--- config.mk ---
export PLATFORM = sky130hd
export DESIGN_NAME = uart_rx_fifo
export DESIGN_NICKNAME = d
export VERILOG_FILES = /design/src/rtl/uart_rx_fifo.sv
export SDC_FILE = /design/constraint.sdc
export NUM_CORES = 1
export LEC_CHECK = 0
export CORE_UTILIZATION = 53
export DETAILED_ROUTE_END_ITERATION = 10
export PLACE_DENSITY = 0.71
export SLEW_MARGIN = 20
export SYNTH_ARGS = -nofsm -noshare
export SYNTH_HDL_FRONTEND = slang
export SYNTH_SLANG_ARGS = --single-unit
--- constraint.sdc ---
create_clock -name clk -period 2.3 [get_ports clk]
set_input_delay 0.23 -clock clk [delete_from_list [all_inputs] [get_ports clk]]
set_output_delay 0.23 -clock clk [all_outputs]
set_load 0.03 [all_outputs]
--- src/rtl/uart_rx_fifo.sv ---
// Receive buffer behind the UART receiver: edge-captured bytes with parity/frame flags, FWFT read port.
// Optional macro RX_FIFO_ERRDROP_EN drops flagged bytes and counts them in err_cnt.
module uart_rx_fifo #(
  parameter int DEPTH  = 16,
  parameter int ADDR_W = 4
) (
  input  logic              clk,
  input  logic              enable_fifo,
  input  logic [7:0]        wr_data,
  input  logic              wr_valid,
  input  logic              wr_perr,
  input  logic              wr_ferr,
  input  logic              rd_en,
  output logic [7:0]        rd_data,
  output logic              rd_perr,
  output logic              rd_ferr,
  output logic              empty,
  output logic              full,
  output logic [ADDR_W:0]   count,
  output logic              overrun,
  input  logic              clr_overrun,
  output logic [7:0]        err_cnt
);

  localparam logic [ADDR_W:0] FULL_CNT = DEPTH[ADDR_W:0];

  function automatic logic [7:0] sat_inc8(input logic [7:0] val);
    sat_inc8 = (val == 8'hFF) ? val : val + 8'd1;
  endfunction

  logic [9:0]        mem [DEPTH];
  logic [ADDR_W-1:0] wr_ptr;
  logic [ADDR_W-1:0] rd_ptr;
  logic              wv_p0;
  logic              cap;
  logic              has_err;
  logic              pop;
  logic              push;
  logic              drop;

  assign cap   = wr_valid & ~wv_p0;
  assign empty = (count == '0);
  assign full  = (count == FULL_CNT);
  assign pop   = rd_en & ~empty;

`ifdef RX_FIFO_ERRDROP_EN
  assign has_err = wr_perr | wr_ferr;
`else
  assign has_err = 1'b0;
`endif

  // A pop in the same cycle frees the slot the write lands in (wr_ptr == rd_ptr when full).
  assign push = cap & ~has_err & (~full | pop);
  assign drop = cap & ~has_err & full & ~pop;

  assign {rd_ferr, rd_perr, rd_data} = mem[rd_ptr];

  always_ff @(posedge clk) begin
    if (push) mem[wr_ptr] <= {wr_ferr, wr_perr, wr_data};
  end

  always_ff @(posedge clk) begin
    if (!enable_fifo) begin
      wv_p0   <= 1'b1;
      wr_ptr  <= '0;
      rd_ptr  <= '0;
      count   <= '0;
      overrun <= 1'b0;
    end else begin
      wv_p0 <= wr_valid;
      if (push) wr_ptr <= wr_ptr + 1'b1;
      if (pop)  rd_ptr <= rd_ptr + 1'b1;
      case ({push, pop})
        2'b10:   count <= count + 1'b1;
        2'b01:   count <= count - 1'b1;
        default: count <= count;
      endcase
      if (drop)             overrun <= 1'b1;
      else if (clr_overrun) overrun <= 1'b0;
    end
  end

`ifdef RX_FIFO_ERRDROP_EN
  always_ff @(posedge clk) begin
    if (!enable_fifo)         err_cnt <= '0;
    else if (cap && has_err)  err_cnt <= sat_inc8(err_cnt);
  end
`else
  assign err_cnt = 8'd0;
`endif

endmodule

## Word level (Yosys, flattened, before mapping)

Memories as Yosys holds them, arrays and structs flattened. A register that Yosys moved wholly into a read port is not among the register bits.
Cells that the tools add are included.

| storage, ports and cells | value |
|---|---|
| flip-flop bits (word level) | 15 |
| bits in writable memories | 160 |
| input port bits | 15 |
| word-level logic and storage cells | 33 |
| memories | 1 |

| operators by class | value |
|---|---|
| add/subtract/negate cells | 4 |
| equality and inequality tests | 3 |
| multiplexer cells | 7 |
| bitwise gates (word level) | 10 |
| reductions and logical operators | 3 |

Memories:

| memory | depth | width | rd ports | clocked after memory_dff | write ports | RTL line | source |
|---|---|---|---|---|---|---|---|
| mem | 16 | 10 | 1 | 1 | 1 | 31 | `logic [9:0] mem [DEPTH];` |

Operators by type and width:

| kind | count |
|---|---|
| $pmux W5 S2 | 1 |
| $add A4 B1 Y4 const B | 2 |
| $mux W4 | 2 |
| $add A5 B1 Y5 const B | 1 |
| $and A1 B1 Y1 | 5 |
| $eq A5 B5 Y1 const B | 1 |
| $logic_not A5 Y1 | 1 |
| $sub A5 B1 Y5 const B | 1 |
| $mux W1 | 4 |
| $not A1 Y1 | 4 |
| $reduce_bool A2 Y1 | 2 |
| $eq A2 B1 Y1 const B | 1 |
| $eq A2 B2 Y1 const B | 1 |
| $or A1 B1 Y1 | 1 |

## Logic depth before layout (Yosys ltp)

Gate-level depths: netlist of the first run.

| depth | value |
|---|---|
| depth after elaboration | 7 |
| gate-level depth with buffers | 10 |
| depth with buffers taken out | 9 |

## Least setup slack after synthesis of the first run

OpenSTA, ideal clock, no wires.

| timing path | value |
|---|---|
| path kind | reg2reg |
| start | register count[4] |
| end | register count[4] |
| setup time | 0.115 ns |
| arrival time | 2.230 ns |
| data required time | 2.185 ns |
| slack | -0.045 ns |
| stages on the path, launching flop included | 10 |
| buffers on the path | 0 |
| period minus slack after synthesis | 2.345 ns |
| cell sequence | dfxtp_1 > inv_1 > a211oi_2 > xor2_1 > ha_1 > or3_1 > a21oi_1 > a32oi_1 > xnor2_1 > and2_1 |

| on the way | value |
|---|---|
| word-level cells in the longest chain between the ends | 7 |
| elaborated cells on any way between the ends | 13 |
| those cells by class | add/sub (2); eq/ne (3); mux (1); bitwise (5); reduce/logical (2) |

Ends and longest elaborated chain:

| what | RTL line | source |
|---|---|---|
| from (decl) | 19 | `output logic [ADDR_W:0] count,` |
| from (signal assigned) | 74 | `2'b10: count <= count + 1'b1;` |
| from (signal assigned) | 75 | `2'b01: count <= count - 1'b1;` |
| from (signal assigned) | 76 | `default: count <= count;` |
| $logic_not A5 Y1 | 42 | `assign empty = (count == '0);` |
| $not A1 Y1 | 44 | `assign pop = rd_en & ~empty;` |
| $and A1 B1 Y1 | 44 |  |
| $or A1 B1 Y1 | 53 | `assign push = cap & ~has_err & (~full \| pop);` |
| $and A1 B1 Y1 | 53 |  |
| $eq A2 B1 Y1 or $eq A2 B2 Y1 (tied branches) | 73 | `case ({push, pop})` |
| $pmux W5 S2 or $reduce_bool A2 Y1 (tied branches) | - |  |

Parallel ways exist; a longest one is shown, timed or not.
A chain may end at the register's enable or synchronous reset.

==> impl_metrics.prom, run 1 <==
# TYPE chip_impl_metric gauge
chip_impl_metric{name="routedWlPerCell",unit="um"} 24.3
chip_impl_metric{name="cts_sinks",unit=""} 179
chip_impl_metric{name="max_freq",unit="MHz"} 396
chip_impl_metric{name="finalWeightedCongestion",unit=""} 0.735
chip_impl_metric{name="fin_util",unit="%"} 68.7
chip_impl_metric{name="vdd.ir_drop.worst",unit="uV"} 774
chip_impl_metric{name="area_delta_synth_final",unit="%"} 24.3
chip_impl_info{name="clock_tree_root_buffer_cell",value="sky130_fd_sc_hd__clkbuf_16"} 1
chip_impl_metric{name="wirelength",unit="um"} 15000
chip_impl_metric{name="gr_util_met3",unit="%"} 5.62
chip_impl_metric{name="min_period_over_period",unit="%"} 110
chip_impl_metric{name="postRouteAntennaNets",unit=""} 0
chip_impl_info{name="run_status",value="complete, but fails checks"} 1
chip_impl_metric{name="report.final.hold_viol_count",unit=""} 0
chip_impl_metric{name="finalPower",unit="mW"} 8.58
chip_impl_metric{name="post_route_worst_hold_slack",unit="ns"} 0.445
chip_impl_metric{name="timing.reg2reg.worst_path_depth",unit=""} 9
chip_impl_info{name="hp-start",value="wr_valid"} 1
chip_impl_info{name="timing_worst_setup_path_type",value="flip-flop to output port"} 1
chip_impl_metric{name="cts_hold_buffers",unit=""} 0
chip_impl_metric{name="clk_pin_slew",unit="ns"} 0.06
chip_impl_metric{name="globalRouteMet1Util",unit="%"} 28.1
chip_impl_metric{name="grt_pass1_wl",unit="um"} 22600
chip_impl_info{name="timing.critical_path.to_type",value="output port"} 1
chip_impl_info{name="global_route.peak_usage_layer",value="met2"} 1
chip_impl_metric{name="relative_slew_margins",unit="%"} 62.8
chip_impl_metric{name="async_reset_ff_share",unit="%"} 0
chip_impl_metric{name="num-nets-final",unit=""} 458
chip_impl_metric{name="grt_start_max_net_pins",unit=""} 19
chip_impl_metric{name="clock_path_buffers",unit=""} 2
chip_impl_metric{name="max_cap_viol_count",unit=""} 0
chip_impl_info{name="clock_tree_from_tritoncts",value="yes"} 1
chip_impl_metric{name="synth.cell_area",unit="mm2"} 0.00711
chip_impl_metric{name="yosysUniqueCellTypes",unit=""} 40
chip_impl_metric{name="fp.dieW",unit="um"} 118
chip_impl_metric{name="tightest_slew",unit="ns"} 0.556
chip_impl_metric{name="setup.reg_to_reg.worst_slack",unit="ns"} 0.11
chip_impl_metric{name="number_of_buffers_created_by_cts",unit=""} 17
chip_impl_info{name="violations",value="negative setup slack"} 1
chip_impl_metric{name="detail_route.drc_violations",unit=""} 0
chip_impl_info{name="timing.hold.worst.class",value="primary input to flip-flop"} 1
chip_impl_metric{name="crit_required",unit="ns"} 2.07
chip_impl_metric{name="pin_count",unit=""} 41
chip_impl_metric{name="dieArea",unit="mm2"} 0.0139
chip_impl_metric{name="report.final.setup_viol",unit=""} 10
chip_impl_metric{name="portion_of_the_post_synthesis_area_used_by_sequential_elements",unit="%"} 72.9
chip_impl_metric{name="globalRouteMet2Util",unit="%"} 40.8
chip_impl_metric{name="yosysWarningCount",unit=""} 0
chip_impl_metric{name="ys_seq_elements",unit=""} 179
chip_impl_metric{name="number_of_synthesized_flops_with_an_enable_pin",unit=""} 160
chip_impl_metric{name="place_ws",unit="ns"} -0.163
chip_impl_metric{name="place_hpwl",unit="um"} 8830
chip_impl_info{name="critical_path.reg2reg.startpoint",value="count[3]"} 1
chip_impl_metric{name="period_minus_slack",unit="ns"} 2.52
chip_impl_metric{name="postLayoutSetupSlackWorst",unit="ns"} -0.224
chip_impl_info{name="synthFlopType",value="sky130_fd_sc_hd__edfxtp_1"} 1
chip_impl_info{name="timing.critical_path.from_type",value="flip-flop"} 1
chip_impl_metric{name="diodes",unit=""} 0
chip_impl_metric{name="viasPerCell",unit=""} 5.71
chip_impl_metric{name="worstHoldPathCells",unit=""} 2
chip_impl_info{name="endpoint_of_the_worst_hold_path",value="wv_p0"} 1
chip_impl_metric{name="global_route.usage.total",unit="%"} 23.2
chip_impl_metric{name="htree_levels",unit=""} 4
chip_impl_metric{name="port-buffer-count",unit=""} 32
chip_impl_metric{name="worst_ep_arrival_time",unit="ns"} 2.29
chip_impl_metric{name="drv_slew",unit=""} 0
chip_impl_metric{name="overflow",unit=""} 0
chip_impl_metric{name="postSynthAreaPerCell",unit="um2"} 20.4
chip_impl_metric{name="fp-row-count",unit=""} 41
chip_impl_metric{name="grt_pass1_vias",unit=""} 3786
chip_impl_metric{name="skew",unit="ns"} 0.0133
chip_impl_metric{name="detailedRoute.firstPassIterationCount",unit=""} 4
chip_impl_metric{name="critical_path.max_fanout",unit=""} 8
chip_impl_metric{name="final_layout_size_suffix_gt1_share",unit="%"} 33.9
chip_impl_metric{name="die_h",unit="um"} 118
chip_impl_metric{name="post_synth_inst_count",unit=""} 348
chip_impl_info{name="rsz0062_at_grt",value="yes"} 1
chip_impl_metric{name="leakagePower",unit="nW"} 2.94
chip_impl_metric{name="detail_route.iter0.violations",unit=""} 354
chip_impl_metric{name="initial_core_util",unit="%"} 55.3
chip_impl_metric{name="antenna_found_initial",unit=""} 0
chip_impl_metric{name="fin_setup_tns",unit="ns"} -1.66
chip_impl_metric{name="power.density_cell_area",unit="mW/mm2"} 970
chip_impl_metric{name="total_core_area",unit="mm2"} 0.0129
chip_impl_metric{name="vias",unit=""} 3543
chip_impl_info{name="worstReg2RegEnd",value="count[4]"} 1
chip_impl_metric{name="worst_skew_pair.late_latency",unit="ns"} 0.42
==> worst max path at each step <==
stage / startpoint / endpoint / slack (ns) / depth (start not counted)
after floorplan: count[2] / count[4] / 0.005 / 9
after global placement: flip-flop / rd_data[6] / -0.13 / 4
after detailed placement: flip-flop / rd_data[6] / -0.16 / 4
after CTS: flip-flop / rd_ferr / -0.27 / 4
after global routing: flip-flop / rd_data[2] / -0.30 / 5
final: flip-flop / rd_data[2] / -0.22 / 5
==> critical path, stage by stage (launching register included) <==
cell and delay, ns:
sky130_fd_sc_hd__dfxtp_4 0.41, sky130_fd_sc_hd__buf_12 0.13, sky130_fd_sc_hd__buf_12 0.13, sky130_fd_sc_hd__mux4_2 0.49, sky130_fd_sc_hd__mux4_2 0.53, sky130_fd_sc_hd__buf_6 0.17
==> state kept, by name, summed over array words and instances, names as in the netlist, named ones only <==
name and flops:
rd_ptr 4, wr_ptr 4, overrun 1, mem 160, wv_p0 1, count 5
==> metrics by stage <==
| step | area, um2 | instances |
|---|---|---|
| 3_3_place_gp | 8100 | 576 |
| 6_report | 8840 | 620 |
| 2_1_floorplan | 7140 | 355 |
| 3_5_place_dp | 8100 | 576 |
| 5_1_grt | 8840 | 620 |
| 4_1_cts | 8770 | 611 |
==> where the power goes <==
part | leakage (nW) | internal, mW | switching [mW] | total, mW
clock | 0.267 | 1.57 | 1.11 | 2.69
combinational | 1.08 | 1.17 | 1.00 | 2.17
sequential | 1.60 | 3.62 | 0.104 | 3.72
total | 2.94 | 6.36 | 2.22 | 8.58
==> synthesized netlist by cell type, types with 3 or more instances <==
cell type	n	area, um2
sky130_fd_sc_hd__buf_4	8	60.1
sky130_fd_sc_hd__and3_1	4	25.0
sky130_fd_sc_hd__and4_1	4	35.0
sky130_fd_sc_hd__buf_2	4	20.0
sky130_fd_sc_hd__nor2_1	6	22.5
sky130_fd_sc_hd__and2_1	19	119
sky130_fd_sc_hd__mux4_2	50	1130
sky130_fd_sc_hd__clkbuf_1	9	33.8
sky130_fd_sc_hd__edfxtp_1	160	4800
sky130_fd_sc_hd__xnor2_1	9	78.8
sky130_fd_sc_hd__dfxtp_1	19	380
sky130_fd_sc_hd__a21oi_1	3	15.0
sky130_fd_sc_hd__ha_1	7	87.6
sky130_fd_sc_hd__nand2_1	7	26.3
sky130_fd_sc_hd__inv_1	5	18.8
sky130_fd_sc_hd__nor2b_1	5	31.3
==> what timing repair did <==
item,in CTS,in global routing
gates resized for setup,61,5
buffers inserted,2,11
gates cloned,2,0
pin swaps,0,0
setup endpoints to repair,12,90
==> metal layers <==
layer / vias to the layer above / share of wire, %
met5: - / 0
met4: 0 / 0.75
met3: 9 / 7.6
met2: 147 / 56
met1: 1813 / 35
li1: 1574 / -
==> layout make-up <==
class	count	area (um2)
Clock buffer	19	433
Clock inverter	12	116
Fill cell	820	4030
Inverter	5	18.8
Multi-Input combinational cell	148	1820
Sequential cell	179	5190
Tap cell	172	215
Timing Repair Buffer	85	1040
==> cells in the final DEF (no fill, tap or decap), drive strengths merged, types with 2 or more instances in the layout <==
| cell | count |
|---|---|
| edfxtp | 160 |
| buf | 63 |
| mux4 | 50 |
| clkdlybuf4s50 | 20 |
| and2 | 19 |
| clkbuf | 19 |
| dfxtp | 19 |
| xnor2 | 9 |
| conb | 8 |
| clkinv | 8 |
| nand2 | 7 |
| ha | 7 |
| nor2 | 6 |
| inv | 5 |
| nor2b | 5 |
| and3 | 4 |
| and4 | 4 |
| a21oi | 4 |
| o21ai | 3 |
| nand2b | 2 |
| nor3 | 2 |
| nand4 | 2 |
| bufinv | 2 |
| clkinvlp | 2 |
| dlygate4sd2 | 2 |
| a31oi | 2 |
| a21boi | 2 |
==> logic make-up (layout without fill, tap and decap cells) <==
| kind of cell | after synthesis | in the layout | share of synthesized area [%] |
|---|---|---|---|
| XOR/XNOR | 10 | 10 | 1.23 |
| adder cells (fa/ha/maj) | 7 | 7 | 1.23 |
| flip-flops | 179 | 179 | 72.9 |
| multiplexers | 51 | 51 | 16.0 |
| AND/OR/NAND/NOR | 56 | 56 | 4.75 |
| other | 1 | 8 | 0.0527 |
| buffers and inverters | 28 | 121 | 2.08 |
| AO/OA/AOI/OAI | 16 | 16 | 1.81 |
Note: power is estimated with default switching activity, not from simulation.
==> run 2: changes to the inputs <==
--- a/config.mk
+++ b/config.mk
@@ -5,9 +5,10 @@
 export SDC_FILE = /design/constraint.sdc
 export NUM_CORES = 1
 export LEC_CHECK = 0
-export CORE_UTILIZATION = 53
+export CORE_UTILIZATION = 55
 export DETAILED_ROUTE_END_ITERATION = 10
-export PLACE_DENSITY = 0.71
+export PLACE_DENSITY = 0.7
+export REMOVE_ABC_BUFFERS = 1
 export SLEW_MARGIN = 20
 export SYNTH_ARGS = -nofsm -noshare
 export SYNTH_HDL_FRONTEND = slang
==> constraint.sdc (replaced) <==
create_clock -name clk -period 2.41 [get_ports clk]
set_input_delay 0.241 -clock clk [delete_from_list [all_inputs] [get_ports clk]]
set_output_delay 0.241 -clock clk [all_outputs]
set_load 0.03 [all_outputs]
==> impl_metrics.prom, run 2 (synthesized netlist as in run 1, its figures left out) <==
# TYPE chip_impl_metric gauge
chip_impl_metric{name="final_layout_size_suffix_gt1_share",unit="%"} 34.5
chip_impl_metric{name="cts_sinks",unit=""} 179
chip_impl_metric{name="die_h",unit="um"} 116
chip_impl_metric{name="report.final.setup_viol",unit=""} 8
chip_impl_info{name="timing.critical_path.from_type",value="flip-flop"} 1
chip_impl_metric{name="fin_util",unit="%"} 69.2
chip_impl_metric{name="min_period_over_period",unit="%"} 105
chip_impl_info{name="run_status",value="complete, but fails checks"} 1
chip_impl_metric{name="vdd.ir_drop.worst",unit="uV"} 713
chip_impl_info{name="violations",value="negative setup slack"} 1
chip_impl_metric{name="place_hpwl",unit="um"} 8750
chip_impl_metric{name="crit_required",unit="ns"} 2.17
chip_impl_metric{name="finalInstanceArea",unit="mm2"} 0.00873
chip_impl_metric{name="critical_path.max_fanout",unit=""} 7
chip_impl_metric{name="cts_hold_buffers",unit=""} 0
chip_impl_metric{name="port-buffer-count",unit=""} 32
chip_impl_metric{name="total_core_area",unit="mm2"} 0.0126
chip_impl_info{name="biggestRegsByFlops",value="mem: 160 flops, count: 5 flops"} 1
chip_impl_info{name="regMostFlops",value="mem"} 1
chip_impl_metric{name="timing.reg2reg.worst_path_depth",unit=""} 9
chip_impl_metric{name="pin_count",unit=""} 41
chip_impl_metric{name="wirelength",unit="um"} 13700
chip_impl_metric{name="dieArea",unit="mm2"} 0.0134
chip_impl_info{name="path_cells",value="buf_12 -> buf_12 -> mux4_2 -> mux4_2 -> buf_6"} 1
chip_impl_info{name="worstReg2RegEnd",value="count[4]"} 1
chip_impl_metric{name="power_switching_share",unit="%"} 26.5
chip_impl_info{name="rsz0062_at_grt",value="yes"} 1
chip_impl_metric{name="drv_slew",unit=""} 0
chip_impl_info{name="clock_tree_from_tritoncts",value="yes"} 1
chip_impl_metric{name="leakagePower",unit="nW"} 2.94
chip_impl_info{name="cpMaxStageDelayCell",value="sky130_fd_sc_hd__mux4_2"} 1
chip_impl_metric{name="share_of_power_burned_in_registers",unit="%"} 42.1
chip_impl_info{name="crit_path_end",value="rd_data[3]"} 1
chip_impl_metric{name="diodes",unit=""} 0
chip_impl_metric{name="antenna_found_initial",unit=""} 0
chip_impl_metric{name="intPower",unit="mW"} 6.13
chip_impl_metric{name="grt_start_max_net_pins",unit=""} 21
chip_impl_metric{name="place_ws",unit="ns"} -0.00953
chip_impl_metric{name="detailedRoute.firstPassIterationCount",unit=""} 6
chip_impl_metric{name="postRouteAntennaNets",unit=""} 0
chip_impl_info{name="layout.cells.most_common",value="sky130_fd_sc_hd__edfxtp_1"} 1
chip_impl_info{name="timing.critical_path.to_type",value="output port"} 1
chip_impl_metric{name="area_delta_synth_final",unit="%"} 22.7
chip_impl_metric{name="fp.dieW",unit="um"} 116
chip_impl_metric{name="relative_slew_margins",unit="%"} 64.4
chip_impl_metric{name="initial_core_util",unit="%"} 56.4
chip_impl_metric{name="grt_pass1_vias",unit=""} 3555
chip_impl_metric{name="power.net_switching",unit="mW"} 2.21
chip_impl_metric{name="max_freq",unit="MHz"} 396
chip_impl_metric{name="finalPower",unit="mW"} 8.34
chip_impl_metric{name="detail_route.iter0.violations",unit=""} 245
chip_impl_metric{name="combinationalPowerShare",unit="%"} 23.6
chip_impl_metric{name="tightest_slew",unit="ns"} 0.533
chip_impl_metric{name="post_route_worst_hold_slack",unit="ns"} 0.424
chip_impl_info{name="clock_tree_root_buffer_cell",value="sky130_fd_sc_hd__clkbuf_16"} 1
chip_impl_metric{name="fp-row-count",unit=""} 41
chip_impl_metric{name="finalWeightedCongestion",unit=""} 0.752
chip_impl_metric{name="clk_pin_slew",unit="ns"} 0.07
chip_impl_metric{name="period_minus_slack",unit="ns"} 2.53
chip_impl_metric{name="vias",unit=""} 3545
chip_impl_info{name="timing.hold.worst.class",value="primary input to flip-flop"} 1
chip_impl_info{name="timing_worst_setup_path_type",value="flip-flop to output port"} 1
chip_impl_metric{name="detail_route.drc_violations",unit=""} 0
chip_impl_metric{name="postLayoutSetupSlackWorst",unit="ns"} -0.118
chip_impl_metric{name="fin_setup_tns",unit="ns"} -0.583
chip_impl_metric{name="largest_reg_flops",unit=""} 160
chip_impl_metric{name="global_route.usage.total",unit="%"} 22.7
chip_impl_metric{name="grt_pass1_wl",unit="um"} 20600
chip_impl_metric{name="dp.cells",unit=""} 586
chip_impl_metric{name="place_area",unit="mm2"} 0.00801
chip_impl_metric{name="setup.reg_to_reg.worst_slack",unit="ns"} 0.25
chip_impl_metric{name="power.density_cell_area",unit="mW/mm2"} 955
chip_impl_metric{name="htree_levels",unit=""} 4
chip_impl_metric{name="worst_ep_arrival_time",unit="ns"} 2.29
chip_impl_info{name="critical_path.reg2reg.startpoint",value="count[3]"} 1
chip_impl_metric{name="fin_cells",unit=""} 624
chip_impl_metric{name="clock_path_buffers",unit=""} 2
chip_impl_metric{name="overflow",unit=""} 0
chip_impl_metric{name="number_of_buffers_created_by_cts",unit=""} 17
chip_impl_metric{name="max_cap_viol_count",unit=""} 0
chip_impl_info{name="final_cell_mix",value="sky130_fd_sc_hd__edfxtp_1 (160), sky130_fd_sc_hd__mux4_2 (50), sky130_fd_sc_hd__buf_4 (45)"} 1
chip_impl_metric{name="viasPerCell",unit=""} 5.68
chip_impl_metric{name="num-nets-final",unit=""} 461
chip_impl_metric{name="routedWlPerCell",unit="um"} 21.9
chip_impl_metric{name="power.share.clock",unit="%"} 34.3
chip_impl_metric{name="report.final.hold_viol_count",unit=""} 0
chip_impl_metric{name="skew",unit="ns"} 0.00820
chip_impl_metric{name="cpPeakStageDelay",unit="ns"} 0.53
chip_impl_metric{name="worst_skew_pair.late_latency",unit="ns"} 0.43
-- run 2: cell types whose count changed in the layout (fill, tap and decap cells not counted), moves of 3 or more --
cell,previous run,this run
sky130_fd_sc_hd__buf_12,24,8
sky130_fd_sc_hd__dfxtp_2,4,1
sky130_fd_sc_hd__clkinv_2,5,0
sky130_fd_sc_hd__inv_6,0,5
sky130_fd_sc_hd__buf_4,28,45
sky130_fd_sc_hd__dfxtp_1,14,17
-- run 2: worst max-delay path, delay by kind of cell, from the launching register on --
| kind | cells | cell delay [ns] |
|---|---|---|
| mux | 2 | 1.03 |
| buf+inv | 3 | 0.43 |
| flops | 1 | 0.39 |
-- run 2: repair_timing --
item                                    CTS  global route
endpoints found under the hold margin     0             0
setup buffers                             4             1
gates cloned                              0             1
resized for setup                        44            18
endpoints found under the setup margin   12            11
-- run 2: how the worst min path moves through the flow --
stage                     cells after the start         to  slack [ns]   startpoint
after CTS                                     2      wv_p0        0.41     wr_valid
after global routing                          2      wv_p0        0.45     wr_valid
final                                         2      wv_p0        0.42     wr_valid
after floorplan                               1      wv_p0        0.31  enable_fifo
after detailed placement                      2  flip-flop        0.51    rd_ptr[1]
after global placement                        2  flip-flop        0.49    rd_ptr[1]
-- run 2: power by group through the flow --
stage	Clock, mW	Sequential, mW	Combinational (mW)
6_report	2.86	3.51	1.97
5_1_grt	3.01	3.52	2.13
4_1_cts	2.90	3.50	1.93
3_5_place_dp	0	3.57	1.88
3_3_place_gp	0	3.56	1.86
2_1_floorplan	0	3.77	0.995
-- run 2: layout make-up --
class                           instances  area (um2)
Sequential cell                       179        5190
Fill cell                             833        3890
Multi-Input combinational cell        148        1820
Timing Repair Buffer                   88         870
Clock buffer                           17         425
Tap cell                              172         215
Clock inverter                         15         196
Inverter                                5        18.8
-- run 2: routing by layer --
layer / global-route usage [%] / wire length [um]
met5: 0 / 0
met4: 12.6 / 454
met3: 4.45 / 650
met2: 36.7 / 7030
met1: 29.2 / 5530
==> run 3: changes to the inputs <==
--- a/config.mk
+++ b/config.mk
@@ -5,6 +5,7 @@
 export SDC_FILE = /design/constraint.sdc
 export NUM_CORES = 1
 export LEC_CHECK = 0
+export CORE_MARGIN = 2
 export CORE_UTILIZATION = 55
 export DETAILED_ROUTE_END_ITERATION = 10
 export PLACE_DENSITY = 0.7
==> impl_metrics.prom, run 3 (synthesized netlist as in run 1, its figures left out) <==
# TYPE chip_impl_metric gauge
chip_impl_info{name="timing.hold.worst.class",value="primary input to flip-flop"} 1
chip_impl_metric{name="htree_levels",unit=""} 4
chip_impl_metric{name="clk_pin_slew",unit="ns"} 0.06
chip_impl_metric{name="cts_sinks",unit=""} 179
chip_impl_metric{name="detailedRoute.firstPassIterationCount",unit=""} 4
chip_impl_metric{name="power.share.clock",unit="%"} 34.1
chip_impl_metric{name="post_route_worst_hold_slack",unit="ns"} 0.424
chip_impl_metric{name="number_of_buffers_created_by_cts",unit=""} 17
chip_impl_metric{name="detail_route.drc_violations",unit=""} 0
chip_impl_metric{name="routedWlPerCell",unit="um"} 23.0
chip_impl_info{name="clock_tree_from_tritoncts",value="yes"} 1
chip_impl_metric{name="worst-path-buf-inv",unit=""} 3
chip_impl_metric{name="max_cap_viol_count",unit=""} 0
chip_impl_metric{name="port-buffer-count",unit=""} 32
chip_impl_metric{name="min_period_over_period",unit="%"} 105
chip_impl_metric{name="area_delta_synth_final",unit="%"} 22.9
chip_impl_metric{name="detailroute.wirelength.met3",unit="um"} 922
chip_impl_metric{name="global_route.usage.total",unit="%"} 22.1
chip_impl_metric{name="intPower",unit="mW"} 6.22
chip_impl_metric{name="wirelength",unit="um"} 14300
chip_impl_metric{name="finalWeightedCongestion",unit=""} 0.801
chip_impl_metric{name="grt_pass1_vias",unit=""} 3712
chip_impl_metric{name="place_hpwl",unit="um"} 8820
chip_impl_metric{name="num-nets-final",unit=""} 460
chip_impl_metric{name="drv_slew",unit=""} 0
chip_impl_info{name="final_cell_mix",value="sky130_fd_sc_hd__edfxtp_1 (160), sky130_fd_sc_hd__mux4_2 (50), sky130_fd_sc_hd__buf_4 (40)"} 1
chip_impl_metric{name="grt_pass1_wl",unit="um"} 21900
chip_impl_metric{name="die_h",unit="um"} 118
chip_impl_info{name="critPathTopFamily",value="multiplexers"} 1
chip_impl_metric{name="total_core_area",unit="mm2"} 0.0126
chip_impl_metric{name="initial_core_util",unit="%"} 56.4
chip_impl_info{name="layout.cells.most_common",value="sky130_fd_sc_hd__edfxtp_1"} 1
chip_impl_metric{name="setup.reg_to_reg.worst_slack",unit="ns"} 0.20
chip_impl_metric{name="relative_slew_margins",unit="%"} 62.9
chip_impl_metric{name="met2_wirelength",unit="um"} 7360
chip_impl_info{name="rsz0062_at_grt",value="yes"} 1
chip_impl_info{name="run_status",value="complete, but fails checks"} 1
chip_impl_metric{name="fin_util",unit="%"} 69.3
chip_impl_info{name="cpMaxStageDelayCell",value="sky130_fd_sc_hd__mux4_2"} 1
chip_impl_info{name="path_cells",value="buf_12 -> buf_12 -> mux4_2 -> mux4_2 -> buf_6"} 1
chip_impl_metric{name="power.density_cell_area",unit="mW/mm2"} 958
chip_impl_metric{name="report.final.setup_viol",unit=""} 10
chip_impl_metric{name="drt-met1-wl",unit="um"} 5800
chip_impl_metric{name="vdd.ir_drop.worst",unit="uV"} 667
chip_impl_metric{name="crit_required",unit="ns"} 2.17
chip_impl_metric{name="fp-row-count",unit=""} 41
chip_impl_info{name="clock_tree_root_buffer_cell",value="sky130_fd_sc_hd__clkbuf_16"} 1
chip_impl_metric{name="tightest_slew",unit="ns"} 0.555
chip_impl_info{name="timing.critical_path.from_type",value="flip-flop"} 1
chip_impl_metric{name="share_of_power_burned_in_registers",unit="%"} 41.8
chip_impl_metric{name="report.final.hold_viol_count",unit=""} 0
chip_impl_metric{name="period_minus_slack",unit="ns"} 2.53
chip_impl_metric{name="critical_path.max_fanout",unit=""} 5
chip_impl_metric{name="power_switching_share",unit="%"} 25.7
chip_impl_metric{name="max_freq",unit="MHz"} 396
chip_impl_metric{name="antenna_found_initial",unit=""} 0
chip_impl_info{name="critical_path.reg2reg.startpoint",value="count[3]"} 1
chip_impl_metric{name="layout.filler_cells",unit=""} 811
chip_impl_metric{name="combinationalPowerShare",unit="%"} 24.1
chip_impl_metric{name="detail_route.iter0.violations",unit=""} 337
chip_impl_metric{name="vias",unit=""} 3535
chip_impl_metric{name="postRouteAntennaNets",unit=""} 0
chip_impl_info{name="biggestRegsByFlops",value="mem: 160 flops, count: 5 flops"} 1
chip_impl_metric{name="clock_path_buffers",unit=""} 2
chip_impl_metric{name="pin_count",unit=""} 41
chip_impl_metric{name="dieArea",unit="mm2"} 0.0139
chip_impl_metric{name="leakagePower",unit="nW"} 2.93
chip_impl_metric{name="overflow",unit=""} 0
chip_impl_info{name="hp-start",value="wr_valid"} 1
chip_impl_metric{name="grt_start_max_net_pins",unit=""} 28
chip_impl_metric{name="postLayoutSetupSlackWorst",unit="ns"} -0.118
chip_impl_metric{name="power.net_switching",unit="mW"} 2.15
chip_impl_metric{name="worst_skew_pair.late_latency",unit="ns"} 0.43
chip_impl_metric{name="skew",unit="ns"} 0.0161
chip_impl_metric{name="viasPerCell",unit=""} 5.67
chip_impl_metric{name="final_layout_size_suffix_gt1_share",unit="%"} 33.9
chip_impl_metric{name="cpPeakStageDelay",unit="ns"} 0.53
chip_impl_info{name="timing.critical_path.to_type",value="output port"} 1
chip_impl_metric{name="place_ws",unit="ns"} 0.000459
chip_impl_metric{name="largest_reg_flops",unit=""} 160
chip_impl_info{name="violations",value="negative setup slack"} 1
chip_impl_metric{name="diodes",unit=""} 0
chip_impl_info{name="timing_worst_setup_path_type",value="flip-flop to output port"} 1
chip_impl_info{name="regMostFlops",value="mem"} 1
chip_impl_info{name="top_routing_layer_in_use",value="met4"} 1
chip_impl_metric{name="worst_ep_arrival_time",unit="ns"} 2.29
chip_impl_metric{name="fp.dieW",unit="um"} 118
## run 3: changes by cell type in the layout (fill, tap and decap cells not counted), sizes merged
cell and delta:
buf -2, bufinv +1, clkbuf +1, clkdlybuf4s15 +2, clkinv +2, clkinvlp +2
inv -7
## run 3: final cells by class
class / instances / area (um2) / area share (%)
inverter: 5 / 18.8 / 0.215
multi-input combinational: 148 / 1810 / 20.7
sequential: 179 / 5190 / 59.4
clock buffer: 19 / 433 / 4.95
tap: 172 / 215 / 2.46
clock inverter: 13 / 185 / 2.12
timing repair buffer: 87 / 892 / 10.2
## run 3: power by group through the flow
stage                     Combinational [mW]  Sequential, mW  Clock, mW
after CTS                               2.02            3.50       2.90
after global routing                    2.16            3.51       3.02
after global placement                  1.88            3.56          0
final                                   2.02            3.50       2.85
after floorplan                        0.995            3.77          0
after detailed placement                1.90            3.56          0
## run 3: metal layers
layer | up-vias | GRT usage [%]
li1 | 1577 | -
met1 | 1831 | 29.1
met2 | 113 | 35.9
met3 | 14 | 5.77
met4 | 0 | 8.21
met5 | - | 0
## run 3: per-stage QoR
stage / instances / instance area (um2) / total power [mW] / TNS [ns]
4_1_cts: 622 / 8730 / 8.42 / -1.08
3_5_place_dp: 585 / 7980 / 5.47 / 0
5_1_grt: 623 / 8740 / 8.69 / -1.30
6_report: 623 / 8740 / 8.37 / -0.775
2_1_floorplan: 332 / 7010 / 4.77 / -13.63
3_3_place_gp: 585 / 7980 / 5.44 / 0
## run 3: repair_timing
action | 4_1_cts | 5_1_grt
pin swaps | 0 | 0
hold buffers | 0 | 0
endpoints found under the hold margin | 0 | 0
setup buffers | 4 | 1
endpoints found under the setup margin | 12 | 10
gates cloned | 1 | 0
gates resized for setup | 50 | 5
## run 3: final timing paths
path,to,depth (start not counted)
max,rd_data[0],5
min,wv_p0,2
max reg2reg,count[4],9
min reg2reg,flip-flop,2
